File: config.mk
export PLATFORM = sky130hd
export DESIGN_NAME = gbuf_dma_flat
export DESIGN_NICKNAME = d
export VERILOG_FILES = /design/src/rtl/gbuf_dma_if.sv /design/src/rtl/gbuf_dma.sv /design/src/flat_wrapper.sv
export SDC_FILE = /design/constraint.sdc
export NUM_CORES = 1
export LEC_CHECK = 0
export ABC_CLOCK_PERIOD_IN_PS = 13660
export BUFFER_PORTS_ARGS = -buffer_cell sky130_fd_sc_hd__buf_2
export CORE_MARGIN = 2
export CORE_UTILIZATION = 33
export DETAILED_ROUTE_END_ITERATION = 8
export GPL_TIMING_DRIVEN = 0
export PLACE_DENSITY = 0.54
export RECOVER_POWER = 25
export SETUP_SLACK_MARGIN = 0.05
export SYNTH_ARGS = -nofsm -noshare
export SYNTH_HDL_FRONTEND = slang
export SYNTH_SLANG_ARGS = --single-unit
File: constraint.sdc
create_clock -name clk_i -period 13.66 [get_ports clk_i]
set_input_delay 2.732 -clock clk_i [delete_from_list [all_inputs] [get_ports clk_i]]
set_output_delay 2.732 -clock clk_i [all_outputs]
set_load 0.005 [all_outputs]
File: src/rtl/gbuf_dma_if.sv
// rtl/gbuf_dma_if.sv - host stream bundle for gbuf_dma
// Purpose: groups the host input stream (s_*) and the result stream (m_*).
// Ports (members):
//   s_valid_i, s_data_i  host -> dma input words (A words first, then B words)
//   s_ready_o            dma -> host, input beat accepted when high with s_valid_i
//   m_valid_o, m_data_o  dma -> host result words
//   m_ready_i            host -> dma, result beat taken when high with m_valid_o
// Modports: master = host side, slave = gbuf_dma side.
interface gbuf_dma_if #(
    parameter int WORD_WIDTH = 80
);
    logic                  s_valid_i;
    logic                  s_ready_o;
    logic [WORD_WIDTH-1:0] s_data_i;
    logic                  m_valid_o;
    logic                  m_ready_i;
    logic [WORD_WIDTH-1:0] m_data_o;

    modport master (
        output s_valid_i, s_data_i, m_ready_i,
        input  s_ready_o, m_valid_o, m_data_o
    );

    modport slave (
        input  s_valid_i, s_data_i, m_ready_i,
        output s_ready_o, m_valid_o, m_data_o
    );
endinterface

File: src/rtl/gbuf_dma.sv
// rtl/gbuf_dma.sv - global buffer DMA: load A/B, kick the array, drain P
// Purpose: runs one job per cmd_start_i. Streams A then B words from the host
// into buffers A and B, pulses the array start, waits for it to finish, then
// reads buffer P and streams it back through a 2-entry output FIFO.
// Ports:
//   clk_i, rst_ni                  clock, asynchronous active-low reset
//   cmd_start_i, len*/base_addr*_i job request and its lengths/bases
//   busy_o, done_o                 job status
//   strm                           host streams (gbuf_dma_if slave)
//   ena_o/wea_o/addra_o/worda_o    buffer A write port
//   enb_o/web_o/addrb_o/wordb_o    buffer B write port
//   enp_o/wep_o/addrp_o, wordp_i   buffer P read port (1-cycle read latency)
//   tpu_start_o, tpu_valid_i       array start pulse / array finished
module gbuf_dma #(
    parameter int ADDR_WIDTH = 16,
    parameter int WORD_WIDTH = 80
) (
    input  logic                  clk_i,
    input  logic                  rst_ni,
    input  logic                  cmd_start_i,
    input  logic [ADDR_WIDTH-1:0] lena_i,
    input  logic [ADDR_WIDTH-1:0] lenb_i,
    input  logic [ADDR_WIDTH-1:0] lenp_i,
    input  logic [ADDR_WIDTH-1:0] base_addra_i,
    input  logic [ADDR_WIDTH-1:0] base_addrb_i,
    input  logic [ADDR_WIDTH-1:0] base_addrp_i,
    output logic                  busy_o,
    output logic                  done_o,
    gbuf_dma_if.slave             strm,
    output logic                  ena_o,
    output logic                  wea_o,
    output logic [ADDR_WIDTH-1:0] addra_o,
    output logic [WORD_WIDTH-1:0] worda_o,
    output logic                  enb_o,
    output logic                  web_o,
    output logic [ADDR_WIDTH-1:0] addrb_o,
    output logic [WORD_WIDTH-1:0] wordb_o,
    output logic                  enp_o,
    output logic                  wep_o,
    output logic [ADDR_WIDTH-1:0] addrp_o,
    input  logic [WORD_WIDTH-1:0] wordp_i,
    output logic                  tpu_start_o,
    input  logic                  tpu_valid_i
);
    typedef enum logic [2:0] {
        S_IDLE, S_LOAD_A, S_LOAD_B, S_KICK, S_WAIT, S_DRAIN, S_DONE
    } state_t;

    state_t                r_state, w_state_nxt;
    logic [ADDR_WIDTH-1:0] r_len_a, r_len_b, r_len_p;
    logic [ADDR_WIDTH-1:0] r_base_a, r_base_b, r_base_p;
    logic [ADDR_WIDTH-1:0] r_idx;
    logic [WORD_WIDTH-1:0] r_fifo [2];
    logic                  r_wr_ptr, r_rd_ptr;
    logic [1:0]            r_count;
    logic                  r_inflight;

    logic                  w_ld_a, w_ld_b, w_beat_a, w_beat_b, w_last;
    logic                  w_pop, w_issue, w_drained;
    logic [1:0]            w_occ;
    logic                  w_tpu_start, w_done;

    // A zero-length load phase keeps s_ready_o low and falls straight through.
    assign w_ld_a   = (r_state == S_LOAD_A) && (r_len_a != '0);
    assign w_ld_b   = (r_state == S_LOAD_B) && (r_len_b != '0);
    assign w_beat_a = w_ld_a && strm.s_valid_i;
    assign w_beat_b = w_ld_b && strm.s_valid_i;
    assign w_last   = (r_idx + ADDR_WIDTH'(1)) == (w_ld_a ? r_len_a : r_len_b);

    // Occupancy counts the word leaving this cycle as gone, so a steady
    // m_ready_i keeps one read issued per cycle without exceeding 2 slots.
    assign w_pop     = (r_count != 2'd0) && strm.m_ready_i;
    assign w_occ     = r_count + {1'b0, r_inflight} - {1'b0, w_pop};
    assign w_issue   = (r_state == S_DRAIN) && (r_idx != r_len_p) && (w_occ < 2'd2);
    assign w_drained = (r_idx == r_len_p) && (r_count == 2'd0) && !r_inflight;

    always_comb begin
        w_state_nxt = r_state;
        w_tpu_start = 1'b0;
        w_done      = 1'b0;
        case (r_state)
            S_IDLE:   if (cmd_start_i) w_state_nxt = S_LOAD_A;
            S_LOAD_A: if (!w_ld_a || (w_beat_a && w_last)) w_state_nxt = S_LOAD_B;
            S_LOAD_B: if (!w_ld_b || (w_beat_b && w_last)) w_state_nxt = S_KICK;
            S_KICK: begin
                w_tpu_start = 1'b1;
                w_state_nxt = S_WAIT;
            end
            S_WAIT:   if (tpu_valid_i) w_state_nxt = (r_len_p == '0) ? S_DONE : S_DRAIN;
            S_DRAIN:  if (w_drained) w_state_nxt = S_DONE;
            S_DONE: begin
                w_done      = 1'b1;
                w_state_nxt = S_IDLE;
            end
            default:  w_state_nxt = S_IDLE;
        endcase
    end

    always_ff @(posedge clk_i or negedge rst_ni) begin
        if (!rst_ni) begin
            r_state    <= S_IDLE;
            r_len_a    <= '0;
            r_len_b    <= '0;
            r_len_p    <= '0;
            r_base_a   <= '0;
            r_base_b   <= '0;
            r_base_p   <= '0;
            r_idx      <= '0;
            r_wr_ptr   <= 1'b0;
            r_rd_ptr   <= 1'b0;
            r_count    <= 2'd0;
            r_inflight <= 1'b0;
        end else begin
            r_state <= w_state_nxt;
            if (r_state == S_IDLE && cmd_start_i) begin
                r_len_a  <= lena_i;
                r_len_b  <= lenb_i;
                r_len_p  <= lenp_i;
                r_base_a <= base_addra_i;
                r_base_b <= base_addrb_i;
                r_base_p <= base_addrp_i;
                r_idx    <= '0;
            end else if (w_beat_a || w_beat_b) begin
                // Index restarts at 0 for the next phase after the last beat.
                r_idx <= w_last ? '0 : r_idx + ADDR_WIDTH'(1);
            end else if (w_issue) begin
                r_idx <= r_idx + ADDR_WIDTH'(1);
            end
            r_inflight <= w_issue;
            if (r_inflight) r_wr_ptr <= ~r_wr_ptr;
            if (w_pop)      r_rd_ptr <= ~r_rd_ptr;
            r_count <= r_count + {1'b0, r_inflight} - {1'b0, w_pop};
        end
    end

    // FIFO storage needs no reset: r_count gates every use of it.
    always_ff @(posedge clk_i) begin
        if (r_inflight) r_fifo[r_wr_ptr] <= wordp_i;
    end

    assign busy_o         = (r_state != S_IDLE);
    assign done_o         = w_done;
    assign tpu_start_o    = w_tpu_start;
    assign strm.s_ready_o = w_ld_a || w_ld_b;
    assign strm.m_valid_o = (r_count != 2'd0);
    assign strm.m_data_o  = (r_count != 2'd0) ? r_fifo[r_rd_ptr] : '0;

    assign ena_o   = w_beat_a;
    assign wea_o   = w_beat_a;
    assign addra_o = w_beat_a ? r_base_a + r_idx : '0;
    assign worda_o = w_beat_a ? strm.s_data_i : '0;
    assign enb_o   = w_beat_b;
    assign web_o   = w_beat_b;
    assign addrb_o = w_beat_b ? r_base_b + r_idx : '0;
    assign wordb_o = w_beat_b ? strm.s_data_i : '0;
    assign enp_o   = w_issue;
    assign wep_o   = 1'b0;
    assign addrp_o = w_issue ? r_base_p + r_idx : '0;
endmodule

File: src/flat_wrapper.sv
// flat-port wrapper written by rule: the top's interface ports become plain ports
module gbuf_dma_flat 
#(
    parameter int ADDR_WIDTH = 16,
    parameter int WORD_WIDTH = 80
)
  (clk_i, rst_ni, cmd_start_i, lena_i, lenb_i, lenp_i, base_addra_i, base_addrb_i, base_addrp_i, busy_o, done_o, ena_o, wea_o, addra_o, worda_o, enb_o, web_o, addrb_o, wordb_o, enp_o, wep_o, addrp_o, wordp_i, tpu_start_o, tpu_valid_i, strm_s_valid_i, strm_s_data_i, strm_m_ready_i, strm_s_ready_o, strm_m_valid_o, strm_m_data_o);
  gbuf_dma_if #(.WORD_WIDTH(WORD_WIDTH)) strm_i ();
  input  logic clk_i;
  input  logic rst_ni;
  input  logic cmd_start_i;
  input  logic [ADDR_WIDTH-1:0] lena_i;
  input  logic [ADDR_WIDTH-1:0] lenb_i;
  input  logic [ADDR_WIDTH-1:0] lenp_i;
  input  logic [ADDR_WIDTH-1:0] base_addra_i;
  input  logic [ADDR_WIDTH-1:0] base_addrb_i;
  input  logic [ADDR_WIDTH-1:0] base_addrp_i;
  output logic busy_o;
  output logic done_o;
  output logic ena_o;
  output logic wea_o;
  output logic [ADDR_WIDTH-1:0] addra_o;
  output logic [WORD_WIDTH-1:0] worda_o;
  output logic enb_o;
  output logic web_o;
  output logic [ADDR_WIDTH-1:0] addrb_o;
  output logic [WORD_WIDTH-1:0] wordb_o;
  output logic enp_o;
  output logic wep_o;
  output logic [ADDR_WIDTH-1:0] addrp_o;
  input  logic [WORD_WIDTH-1:0] wordp_i;
  output logic tpu_start_o;
  input  logic tpu_valid_i;
  input wire logic [$bits(strm_i.s_valid_i)-1:0] strm_s_valid_i;
  input wire logic [$bits(strm_i.s_data_i)-1:0] strm_s_data_i;
  input wire logic [$bits(strm_i.m_ready_i)-1:0] strm_m_ready_i;
  output wire logic [$bits(strm_i.s_ready_o)-1:0] strm_s_ready_o;
  output wire logic [$bits(strm_i.m_valid_o)-1:0] strm_m_valid_o;
  output wire logic [$bits(strm_i.m_data_o)-1:0] strm_m_data_o;
  assign strm_i.s_valid_i = strm_s_valid_i;
  assign strm_i.s_data_i = strm_s_data_i;
  assign strm_i.m_ready_i = strm_m_ready_i;
  assign strm_s_ready_o = strm_i.s_ready_o;
  assign strm_m_valid_o = strm_i.m_valid_o;
  assign strm_m_data_o = strm_i.m_data_o;
  gbuf_dma #(.ADDR_WIDTH(ADDR_WIDTH), .WORD_WIDTH(WORD_WIDTH)) u_core (.clk_i(clk_i), .rst_ni(rst_ni), .cmd_start_i(cmd_start_i), .lena_i(lena_i), .lenb_i(lenb_i), .lenp_i(lenp_i), .base_addra_i(base_addra_i), .base_addrb_i(base_addrb_i), .base_addrp_i(base_addrp_i), .busy_o(busy_o), .done_o(done_o), .strm(strm_i), .ena_o(ena_o), .wea_o(wea_o), .addra_o(addra_o), .worda_o(worda_o), .enb_o(enb_o), .web_o(web_o), .addrb_o(addrb_o), .wordb_o(wordb_o), .enp_o(enp_o), .wep_o(wep_o), .addrp_o(addrp_o), .wordp_i(wordp_i), .tpu_start_o(tpu_start_o), .tpu_valid_i(tpu_valid_i));
endmodule
## Word level (Yosys, flattened, before mapping)

Memories as Yosys holds them, arrays and structs flattened.
Cells that the tools add are included.

| word-level totals | value |
|---|---|
| register bits after elaboration | 120 |
| memories | 1 |
| input bits | 262 |
| output and inout bits | 299 |
| bits in writable memories | 160 |
| logic and storage cells | 86 |

Memories:

| name | words | bits a word | rd ports | clocked after Yosys merged registers in | wr ports | RTL line | RTL |
|---|---|---|---|---|---|---|---|
| u_core.r_fifo | 2 | 80 | 1 | 0 | 1 | gbuf_dma.sv:53 | `logic [WORD_WIDTH-1:0] r_fifo [2];` |

| operators by class | value |
|---|---|
| $lt $le $gt $ge | 1 |
| add/subtract/negate cells | 6 |
| bitwise operators | 2 |
| reduce and logical (&&, ||, !) cells | 28 |
| eq/ne operators | 14 |
| muxes and demuxes | 22 |

Operators with widths:

| cell | count |
|---|---|
| two-way mux 80 bit | 3 |
| two-way mux 16 bit | 8 |
| adder 16 bit | 3 |
| equality test 16 bit | 2 |
| nonzero test 16 bit | 2 |
| case mux 3 bit (6 select lines) | 1 |
| adder 16 x 1 -> 16 bit (second input constant) | 1 |
| logical NOT 16 bit | 1 |
| != test 16 bit | 1 |
| two-way mux 3 bit | 5 |
| logical AND 1 bit | 12 |
| equality test 3 bit (second input constant) | 3 |
| != test 2 bit (second input constant) | 4 |
| equality test 3 x 2 -> 1 bit (second input constant) | 2 |
| nonzero test 3 bit | 2 |
| AND reduction 5 bit | 1 |
| logical OR 1 bit | 4 |
| two-way mux 1 bit | 4 |
| equality test 3 x 1 -> 1 bit (second input constant) | 1 |
| logical NOT 1 bit | 3 |
| logical NOT 3 bit | 1 |
| adder 2 x 1 -> 2 bit | 1 |
| logical NOT 2 bit | 1 |
| < comparator 2 bit (second input constant) | 1 |
| 5 further kinds | 6 |

## Longest topological paths before layout

| depth | value |
|---|---|
| depth after elaboration | 8 |
| depth in mapped cells | 14 |

## Worst setup path after synthesis

Ideal clock, no wire load.

| timing path | value |
|---|---|
| path type | input to output |
| start | input strm_m_ready_i |
| end | output addrp_o[10] |
| data required time | 10928 ps |
| data arrival time | 4282 ps |
| stages | 9 |
| path buffers | 1 |
| slack | 6646 ps |
| cells stage by stage | and2_1 > ha_1 > inv_1 > ha_1 > xor2_1 > xnor2_1 > nand4_1 > clkbuf_1 > nor2_1 |

| on the way | value |
|---|---|
| cells in the longest elaborated chain, start to end | 5 |

Ends and longest elaborated chain:

| element | RTL line | RTL |
|---|---|---|
| start, declared | flat_wrapper.sv:36 | `input wire logic [$bits(strm_i.m_ready_i)-1:0] strm_m_ready_i;` |
| logical AND 1 bit | gbuf_dma.sv:72 | `assign w_pop = (r_count != 2'd0) && strm.m_ready_i;` |
| subtractor 2 x 1 -> 2 bit | gbuf_dma.sv:73 | `assign w_occ = r_count + {1'b0, r_inflight} - {1'b0, w_pop};` |
| < comparator 2 bit | gbuf_dma.sv:74 | `assign w_issue = (r_state == S_DRAIN) && (r_idx != r_len_p) && (w_occ < 2'd2);` |
| logical AND 1 bit | gbuf_dma.sv:74 |  |
| two-way mux 16 bit | gbuf_dma.sv:158 | `assign addrp_o = w_issue ? r_base_p + r_idx : '0;` |
| end, declared | flat_wrapper.sv:30 | `output logic [ADDR_WIDTH-1:0] addrp_o;` |

No other way between the ends.

## Worst setup path in the final report

| timing path | value |
|---|---|
| start | input strm_s_valid_i |
| end | output addrb_o[15] |

| on the way | value |
|---|---|
| cells in the longest elaborated chain, start to end | 2 |

Ends and longest elaborated chain:

| element | RTL line | RTL |
|---|---|---|
| start, declared | flat_wrapper.sv:34 | `input wire logic [$bits(strm_i.s_valid_i)-1:0] strm_s_valid_i;` |
| logical AND 1 bit | gbuf_dma.sv:67 | `assign w_beat_b = w_ld_b && strm.s_valid_i;` |
| two-way mux 16 bit | gbuf_dma.sv:154 | `assign addrb_o = w_beat_b ? r_base_b + r_idx : '0;` |
| end, declared | flat_wrapper.sv:26 | `output logic [ADDR_WIDTH-1:0] addrb_o;` |

No other way between the ends.

==> reports/metrics.cfg <==
[outcome]
status=finished, violations left
violations=max-capacitance violations, max-slew violations

[synth]
yosys_warnings=0
synth-edff-count=160
avgSynthCellArea_sq_um=11.42
synth_top_area_share=0.3145
ys_ff_latch=280
synthArstFlopShare=0.4286
yosys.area.top_type=edfxtp_1
ys_seq_area_frac=0.5111
ys_types=70
synth_area_sq_mm=0.01528
syn-num-nets=1651
synth_area_leaders=edfxtp_1, dfrtp_1, mux2_2
synth_top_flop_cell=edfxtp_1
syn_inst=1338

[setup_path]
crit_chain=buf_2 -> nand2_1 -> inv_1 -> clkbuf_1 -> clkbuf_1 -> o2111ai_1 -> nand3_1 -> buf_2
crit_path_max_incr_delay_ns=0.74
cpLargestDelayFamily=buffers and inverters
worst-endpoint-arrival_ns=5.29
worst-path-buf-inv=5
cp-end-kind=output port
reg2reg_from=u_core.r_inflight
critPathKind=input pin to output port
cpMaxStageDelayCell=clkbuf_1
startpoint_type=input pin
crit_path_max_fanout=11
crit_start=strm_s_valid_i
critPathRequiredTime_ns=10.93

[grt]
gr-total-overflow=0
grt_usage=0.2601
grt_pass1_vias=13310
grt_antenna_before_repair=31
grt_max_degree=64
grt_first_pass_wirelength_microns=89990

[cts]
htree_levels=2
cts.reportedPaths.clkPinSlew_ns=0.05
clkSinkCount=280
cts_tree=built
cts_resized=0
postCtsSetupBuffers=0
cts_buffer_depth=3
worst_skew_pair.late_latency_ns=0.55
cts_buffers=36
cts-hold-fix-buffers=0
root_buffer=clkbuf_16

[worst_hold_path]
hold_path_class=flip-flop to flip-flop
min_from=u_core.r_wr_ptr

[die]
num_io_pins=561
fp.dieH_microns=219.2
rows=78
core_sq_mm=0.04558
start_util=0.3352
die_area_sq_mm=0.04803
die_w_microns=219.2

[cells_and_area]
final_common_cell=buf_2
final_nets=2253
syn_to_final_growth_pct=31.55
fin_util=0.4409
final_cell_mix=buf_2, edfxtp_1, nor2_1, dfrtp_1, and3_1
layout.cells.non_filler=2578
drive_gt1_frac=0.3828
fin_area_sq_mm=0.02010
n_fill_cell=4435

[sta]
worst_slew_pin_slew_ns=2.643
fin_crit_sh=0.5873
timing.hold.ws_ns=0.4876
max_freq_mhz=124.7
finClkSkew_ns=0.01575
fin_ws_ns=5.638
rsz0062_at_grt=no
setup_viol_count_final=0
period_needed_ns=8.022
finalHoldViolations=0
setup_tns_ns=0
relSlewSlack=-0.7630
maxSlewViolCount=108

[pwr]
p_comb_frac=0.428
seq_power_share=0.329
total_power_mw=3.949
pwr_density_cell_mw_per_mm2=196.5
peakVddDrop_v=0.0001184
p_int_mw=2.445
clock_power_share=0.243
netSwitchingFraction=0.3810
leakagePower_nw=9.769
p_sw_mw=1.505

[placed_design]
dp.cells=2502
place.gp.congestion=0.9725
detailed_place_hpwl_microns=51260
io_buffers=559
postPlaceCellArea_sq_mm=0.01896
dp_slack_ns=5.578

[detailed_routing]
drt_first_iter_violations=683
totalWireLength_microns=64210
postRouteAntennaNets=0
viasPerCell=5.119
drc_errors=0
vias=13200
first_pass_iters=5
wire_per_inst_microns=24.91

[run]
max_cap_violations=3

## routing by layer
| metal | global-route usage | part of all wire |
|---|---|---|
| met1 | 0.2852 | 0.37 |
| met2 | 0.4431 | 0.49 |
| met3 | 0.08787 | 0.091 |
| met4 | 0.1399 | 0.051 |
| met5 | 0.008333 | 0.0036 |
## final cells by class
type | instances | area, sq um | share of cell area
Sequential cell | 280 | 7807 | 0.3885
Multi-Input combinational cell | 956 | 7032 | 0.3499
Timing Repair Buffer | 564 | 2844 | 0.1415
Clock buffer | 47 | 972.2 | 0.04837
Tap cell | 600 | 750.7 | 0.03736
Buffer | 81 | 359.1 | 0.01787
Clock inverter | 13 | 212.7 | 0.01058
Inverter | 21 | 78.83 | 0.003922
Antenna cell | 16 | 40.04 | 0.001992
## sequential cells by signal, indices dropped and copies added, names as in the netlist
| signal | flops |
|---|---|
| u_core.r_fifo | 160 |
| u_core.r_base_a | 16 |
| u_core.r_base_b | 16 |
| u_core.r_base_p | 16 |
| u_core.r_idx | 16 |
| u_core.r_len_a | 16 |
| u_core.r_len_b | 16 |
| u_core.r_len_p | 16 |
| u_core.r_state | 3 |
| u_core.r_count | 2 |
| u_core.r_inflight | 1 |
| u_core.r_rd_ptr | 1 |
| u_core.r_wr_ptr | 1 |
## cell families after synthesis
family                     count (synthesis)  synth area share
DFF                                      280            0.5111
muxes                                    178            0.1242
xor gates and xnor gates                  85           0.05053
other                                      1         0.0002455
buffers and inverters                    102           0.02867
AOI/OAI and AO/OA                        131           0.05733
adders and majority gates                 51           0.04324
and+or+nand+nor                          510            0.1847
## worst register-to-register path, cell delays in order, from the launching register on
cell and delay, ns:
dfrtp_1 0.42, and2_0 1.94, clkbuf_1 1.95
## cells in the mapped netlist (8+ instances only)
cell type and instances:
a21o_1 14, a21oi_1 42, and2_1 92, and3_1 99, and4_1 8, buf_2 8, clkbuf_1 65, dfrtp_1 120
edfxtp_1 160, ha_1 48, inv_1 21, mux2_2 93, mux2i_1 85, nand2_1 47, nand3_1 22, nand4_1 13
nor2_1 138, nor2_2 11, nor3_1 23, nor4_1 17, nor4_2 8, o21ai_0 25, or3_1 9, xnor2_1 38
xor2_1 45
## path summary, 6_finish.rpt
kind                                        endpoint  slack [ns]  cells past startpoint
worst max-delay path                     addrb_o[15]        5.64                      8
worst min-delay path                 u_core.r_wr_ptr        0.49                      1
worst max register to register  u_core.r_fifo[1][29]        8.86                      2
worst min register to register       u_core.r_wr_ptr        0.49                      1
max in group asynchronous            u_core.r_idx[5]       10.77                      2
min in group asynchronous         u_core.r_len_b[11]        2.15                      1
## power by group through the flow
stage / sequential, mW / combinational [mW] / clock (mW)
finish: 1.30 / 1.69 / 0.959
floorplan: 1.25 / 1.07 / 0
detailed placement: 1.31 / 1.70 / 0
CTS: 1.29 / 1.71 / 0.984
global route: 1.32 / 1.85 / 1.02
global placement: 1.31 / 1.67 / 0
Note: power is estimated with default switching activity, not from simulation.
